$ cat config.mk
export PLATFORM = sky130hd
export DESIGN_NAME = fetch_decode_buffer
export DESIGN_NICKNAME = d
export VERILOG_FILES = /design/src/rtl/fetch_decode_buffer_pkg.sv /design/src/rtl/fetch_decode_buffer.sv
export SDC_FILE = /design/constraint.sdc
export NUM_CORES = 1
export LEC_CHECK = 0
export BUFFER_PORTS_ARGS = -buffer_cell sky130_fd_sc_hd__buf_4
export CAP_MARGIN = 20
export CORE_MARGIN = 4
export CORE_UTILIZATION = 40
export DETAILED_ROUTE_END_ITERATION = 6
export PLACE_DENSITY_LB_ADDON = 0.3
export SYNTH_ARGS = -nofsm -noshare
export SYNTH_HDL_FRONTEND = slang
export SYNTH_SLANG_ARGS = --single-unit
export TNS_END_PERCENT = 100
$ cat constraint.sdc
create_clock -name clk -period 1.4 [get_ports clk]
set_input_delay 0.07 -clock clk [delete_from_list [all_inputs] [get_ports clk]]
set_output_delay 0.07 -clock clk [all_outputs]
set_load 0.02 [all_outputs]
$ cat src/rtl/fetch_decode_buffer_pkg.sv
// Shared types for the IF/ID fetch-decode buffer: packet layout, FSM states, stall counter width.
package fetch_decode_buffer_pkg;

  localparam int PKG_XLEN               = 64;
  localparam int PKG_INSTRUCTION_LENGTH = PKG_XLEN / 2;
  localparam int STALL_CNT_W            = 32;

  typedef struct packed {
    logic [PKG_XLEN-1:0]               PC;
    logic [PKG_INSTRUCTION_LENGTH-1:0] instruction;
  } fetch_packet_t;

  typedef enum logic [1:0] {
    EMPTY = 2'd0,
    ONE   = 2'd1,
    FULL  = 2'd2
  } buf_state_e;

endpackage

$ cat src/rtl/fetch_decode_buffer.sv
// IF/ID two-entry skid buffer: accepted packet reaches decode next cycle; fetch_ready is registered.
// Optional FETCH_DECODE_BUFFER_STALL_CNT_EN adds a saturating stall_count output.
module fetch_decode_buffer
  import fetch_decode_buffer_pkg::*;
#(
  parameter int XLEN               = PKG_XLEN,
  parameter int INSTRUCTION_LENGTH = XLEN / 2
) (
  input  logic                          clk,
  input  logic                          rst,
  input  logic                          flush,
  input  logic                          fetch_valid,
  output logic                          fetch_ready,
  input  logic [XLEN-1:0]               PC_in,
  input  logic [INSTRUCTION_LENGTH-1:0] instruction_in,
  output logic                          decode_valid,
  input  logic                          decode_ready,
  output logic [XLEN-1:0]               PC_out,
  output logic [INSTRUCTION_LENGTH-1:0] instruction_out
`ifdef FETCH_DECODE_BUFFER_STALL_CNT_EN
  ,
  output logic [STALL_CNT_W-1:0]        stall_count
`endif
);

  buf_state_e    state_q, state_d;
  fetch_packet_t main_q, main_d;
  fetch_packet_t skid_q, skid_d;
  fetch_packet_t in_pkt;
  logic          fetch_ready_q;
  logic          in_fire;
  logic          out_fire;

  assign in_pkt          = '{PC: PC_in, instruction: instruction_in};
  assign in_fire         = fetch_valid & fetch_ready_q;
  assign out_fire        = decode_valid & decode_ready;
  assign decode_valid    = (state_q != EMPTY);
  assign fetch_ready     = fetch_ready_q;
  assign PC_out          = main_q.PC;
  assign instruction_out = main_q.instruction;

  always_comb begin
    state_d = state_q;
    main_d  = main_q;
    skid_d  = skid_q;
    case (state_q)
      EMPTY: begin
        if (in_fire) begin
          state_d = ONE;
          main_d  = in_pkt;
        end
      end
      ONE: begin
        if (in_fire && out_fire) begin
          main_d = in_pkt;
        end else if (in_fire) begin
          state_d = FULL;
          skid_d  = in_pkt;
        end else if (out_fire) begin
          state_d = EMPTY;
        end
      end
      FULL: begin
        if (out_fire) begin
          state_d = ONE;
          main_d  = skid_q;
        end
      end
      default: state_d = EMPTY;
    endcase
    // Redirect kills everything, including this cycle's fetch input.
    if (flush) begin
      state_d = EMPTY;
      main_d  = '0;
      skid_d  = '0;
    end
  end

  always_ff @(posedge clk) begin
    if (rst) begin
      state_q       <= EMPTY;
      main_q        <= '0;
      skid_q        <= '0;
      fetch_ready_q <= 1'b0;
    end else begin
      state_q       <= state_d;
      main_q        <= main_d;
      skid_q        <= skid_d;
      fetch_ready_q <= (state_d != FULL);
    end
  end

`ifdef FETCH_DECODE_BUFFER_STALL_CNT_EN
  logic [STALL_CNT_W-1:0] stall_q;

  always_ff @(posedge clk) begin
    if (rst) begin
      stall_q <= '0;
    end else if (decode_valid && !decode_ready && (stall_q != '1)) begin
      stall_q <= stall_q + {{(STALL_CNT_W-1){1'b0}}, 1'b1};
    end
  end

  assign stall_count = stall_q;
`endif

endmodule

-- Word level (Yosys, flattened, before mapping)
Index checks and enable logic that the tools add are counted.
- add/sub/neg operators: 0
- $mul: 0
- div/mod/pow operators: 0
- $lt $le $gt $ge: 0
- eq/ne operators: 6
- shifts and indexed selects: 0
- mux-type cells: 11
- bitwise gates (word level): 3
- reductions and logical operators: 7
- operators by type and width (operator ; count):
    96-bit 2-to-1 mux ; 3
    96-bit one-hot mux with 3 select lines ; 1
    2-bit 2-to-1 mux ; 6
    2-bit inequality test, second input constant ; 4
    2-bit one-hot mux with 3 select lines ; 1
    4-bit AND reduction ; 1
    3-bit AND reduction ; 1
    3-bit nonzero test ; 1
    1-bit AND ; 2
    2-bit by 1-bit == test with 1-bit output, second input constant ; 1
    2-bit == test, second input constant ; 1
    2-bit logical NOT ; 1
    2-bit nonzero test ; 1
    2-bit OR reduction ; 1
    1-bit logical AND ; 1
    1-bit NOT ; 1
- register bits after elaboration: 195
- latch bits: 0
- RAM bits: 0
- bits in read-only memories: 0
- input port bits: 101
- memories kept: 0

-- Logic depth before layout (Yosys ltp)
- word-level depth: 8
- gate-level depth with buffers: 7
- depth with buffers taken out: 4

-- Worst setup path after synthesis
No wires, ideal clock.
- kind: register to register
- start: register fetch_ready_q (netlist: fetch_ready)
- end: register skid_q[55] (netlist bit)
- library setup time: 0.132 ns
- arrival: 1.480 ns
- slack: -0.212 ns
- cell stages (with the launch flop): 8
- buffers on the path: 3
- cell sequence: dfxtp_1 nand2_1 or3_1 buf_2 buf_6 buf_6 nand2_1 a21oi_1
- cells in the longest elaborated chain, start to end: 4
- RTL lines (what ; line ; RTL):
    start: declaration ; fetch_decode_buffer.sv:30 ; logic fetch_ready_q;
    start signal: assignment ; fetch_decode_buffer.sv:89 ; fetch_ready_q <= (state_d != FULL);
    1-bit AND (*) ; fetch_decode_buffer.sv:35 ; assign in_fire = fetch_valid & fetch_ready_q;
    1-bit logical AND ; fetch_decode_buffer.sv:54 ; if (in_fire && out_fire) begin
    1-bit NOT (no source line) ; - ;
    3-bit AND reduction (no source line) (*) ; - ;
    end signal: assignment ; fetch_decode_buffer.sv:88 ; skid_q <= skid_d;
    end: declaration ; fetch_decode_buffer.sv:28 ; fetch_packet_t skid_q, skid_d;
Mark *: on every way between the ends. The rest lies on a longest branch, timed or not.
A chain may end at the register's enable or synchronous reset.

-- Final worst setup path
- start: register state_q[0]
- end: register skid_q[69] (netlist bit)
- cells in the longest elaborated chain, start to end: 5
- elaborated cells between the ends (all ways): 6
- those cells by class: eq/ne (1); bitwise (2); reduce/logical (3)
- RTL lines (what ; line ; RTL):
    start: declaration ; fetch_decode_buffer.sv:26 ; buf_state_e state_q, state_d;
    start signal: assignment ; fetch_decode_buffer.sv:86 ; state_q <= state_d;
    2-bit nonzero test ; fetch_decode_buffer.sv:37 ; assign decode_valid = (state_q != EMPTY);
    1-bit AND ; fetch_decode_buffer.sv:36 ; assign out_fire = decode_valid & decode_ready;
    1-bit logical AND ; fetch_decode_buffer.sv:54 ;
    1-bit NOT (no source line) ; - ;
    3-bit AND reduction (no source line) (*) ; - ;
Marks and branches as above.

==> impl_metrics.tcl <==
set metrics [dict create \
    outcome "complete, but fails checks" \
    violations "negative setup slack" \
    rsz0062_at_grt "true" \
    reg2reg_depth 7 \
    antenna_found_initial 0 \
    synth_common_cells "dfxtp_1, nand2_1, a21oi_1" \
    dieArea_um2 21100 \
    route.detailed.wl_per_inst_um 16.1 \
    crit_path_start_kind "register" \
    synth-seq-cells 195 \
    combPwrFrac_pct 11.4 \
    cts_sinks 195 \
    gp_congestion 0.768 \
    async_reset_ff_share_pct 0 \
    cts_made_buffers 17 \
    synthAdderAreaFrac_pct 0 \
    clockPowerShare_pct 42.2 \
    switchingPower_mw 2.97 \
    grt_pass1_wl_um 34100 \
    max_freq_mhz 689 \
    timing.setup.tns_ps -942 \
    synth_top_family_by_area "compound AO/OA/AOI/OAI gates" \
    synth_xor_area_share_pct 0 \
    power.density_nw_per_um2 1060 \
    slew_violations 0 \
    ys_seq_area_share_pct 51.8 \
    synthMuxAreaShare_pct 12.9 \
    ys_types 21 \
    netlist_area_um2 7540 \
    grt_max_degree 64 \
    synthSimpleGateAreaFrac_pct 10.7 \
    fin_crit_ps 1450 \
    first_pass_iters 5 \
    coreArea_um2 18300 \
    drive_above_1_share_pct 28.8 \
    dieHeight_um 145 \
    synth_top_area_share_pct 51.8 \
    gr-total-overflow 0 \
    crit_chain "nand2b_1 > buf_4 > nor3_4 > buf_4 > clkbuf_16 > nand2_1 > a21oi_1" \
    cp_slowest_cell "dfxtp_2" \
    drv_cap 0 \
    clock_skew_ps 13.2 \
    yosys-top-cells-area "dfxtp_1, mux2i_1, a21oi_1, nand2_1, o21ai_0" \
    ys.flop_type "dfxtp_1" \
    routed_wl_um 22700 \
    p_leak_nw 5.24 \
    path_class "register to register" \
    clk_pin_slew_ps 70 \
    drcViolationCount 0 \
    internal-power_mw 9.34 \
    ir_worst_vdd_v 0.000830 \
    cpMostUsedCell "buf_4" \
    synth-edff-count 0 \
    start_util_pct 41.3 \
    dr_total_vias 7130 \
    hold_depth 4 \
    yosys.area.top_type "dfxtp_1" \
    hpwl_um 12700 \
    setup_slack_ps -50.6 \
    viasPerCell 5.07 \
    power.total_mw 12.3 \
    seq_power_share_pct 46.4 \
    switching_share_pct 24.1 \
    synth_most_common_cell "dfxtp_1" \
    insertion_delay_ps 430 \
    h-tree-depth 4 \
    grt_pass1_vias 6628 \
    met1_usage_pct 26.1 \
    io_buffer_count 198 \
    dieWidth_um 145 \
    cts_buffer_depth 2 \
    finalCritPeriodShare_pct 104 \
    tritoncts "built" \
    hold_viol 0 \
    cp.arrival_ps 1800 \
    tightest_slew_ps 646 \
    track_usage_pct 19.2 \
    root_buffer "clkbuf_16" \
    synth_warnings 0 \
    antenna_cells 0 \
    place_ws_ps -56.6 \
    end_kind "register" \
    syn_inst 866 \
    synth_area_per_cell_um2 8.71 \
    antenna_left 0 \
    hold-worst-slack_ps 70.0 \
    final_core_util_pct 63.8 \
    fin_nets 1264 \
    place_inst 1252 \
    use_met3_pct 5.52 \
    required_ps 1750 \
    stdcell_area_um2 11700 \
    fin_cells 1405 \
    synth.net_count 967 \
    worstPathMaxFanout 9 \
    finalSetupViolCount 56 \
    max_stage_delay_ps 340 \
    areaGrowthSynthToFinish_pct 54.6 \
    io-pin-count 199 \
    busiest_layer "met2" \
    relSlewSlack_pct 57.0 \
    use_met2_pct 30.5 \
    place_area_um2 9450 \
    hold_class "primary input to register" \
    row_count 49 \
    drt-initial-drc-count 290 \
    synth-compound-area-share_pct 19.6 \
]
-- placed cells by master, fill, tap and decap left out, types with 2 or more instances in the layout --
master and count:
a21oi_2 23, inv_8 3, clkbuf_16 26, o21ai_1 28
dfxtp_1 192, o21ai_0 67, nand2_4 7, mux2i_1 96
buf_4 212, buf_16 2, dlygate4sd3_1 99, buf_6 11
a21oi_1 169, nand2_2 11, dfxtp_4 2, buf_12 17
nand2_1 176, or2_4 2, clkinvlp_4 4, clkbuf_8 2
nor2_1 2, bufinv_16 3
-- what timing repair did --
action                                  CTS  global route
gates resized for setup                  15            84
endpoints found under the setup margin  154           180
setup buffers                             4             6
cloned                                    1            12
pin swaps                                 2            11
hold buffers                             99             0
endpoints found under the hold margin   194             0
-- final cells by class --
cell class	count	area, um^2
Tap cell	229	287
Timing Repair Buffer	352	3350
Fill cell	1449	6610
Multi-Input combinational cell	597	3480
Clock buffer	20	457
Sequential cell	195	3910
Clock inverter	12	171
-- routing by layer --
metal  vias up  share of wire [%]
met4         0                1.4
met2       203                 47
met5         -                  0
met3        23                6.2
met1      3330                 46
li1       3574                  -
-- kinds of logic (layout without fill, tap and decap cells) --
logic type	Yosys count	after routing
AOI/OAI and AO/OA	292	292
and+or+nand+nor	207	208
DFF	195	195
muxes	97	97
buffers and inverters	75	384
-- worst paths after layout --
check / endpoint / slack [ps] / start
max: skid_q[69] / -50 / state_q[0]
min: fetch_ready / 70 / fetch_valid
max reg2reg: skid_q[69] / -50 / state_q[0]
min reg2reg: skid_q[22] / 450 / skid_q[22]
-- worst max-delay path: cells and delay by family (launching register included) --
kind	cells	cell delay, ps
simple gates	3	370
buf+inv	3	530
compound gates	1	120
flops	1	340
-- sequential cells by signal, indices dropped and copies added, names as in the netlist --
register / flops
fetch_ready: 1
state_q: 2
instruction_out: 32
PC_out: 64
skid_q: 96
-- power by group through the flow --
| stage | clock network (mW) | logic (mW) | registers (mW) |
|---|---|---|---|
| 5_1_grt | 5.54 | 1.50 | 5.72 |
| 6_report | 5.19 | 1.40 | 5.71 |
| 2_1_floorplan | 0 | 0.357 | 5.95 |
| 3_3_place_gp | 0 | 1.06 | 5.84 |
| 4_1_cts | 5.29 | 1.30 | 5.71 |
| 3_5_place_dp | 0 | 1.06 | 5.83 |
No activity file was read; power rests on OpenSTA's default activity.
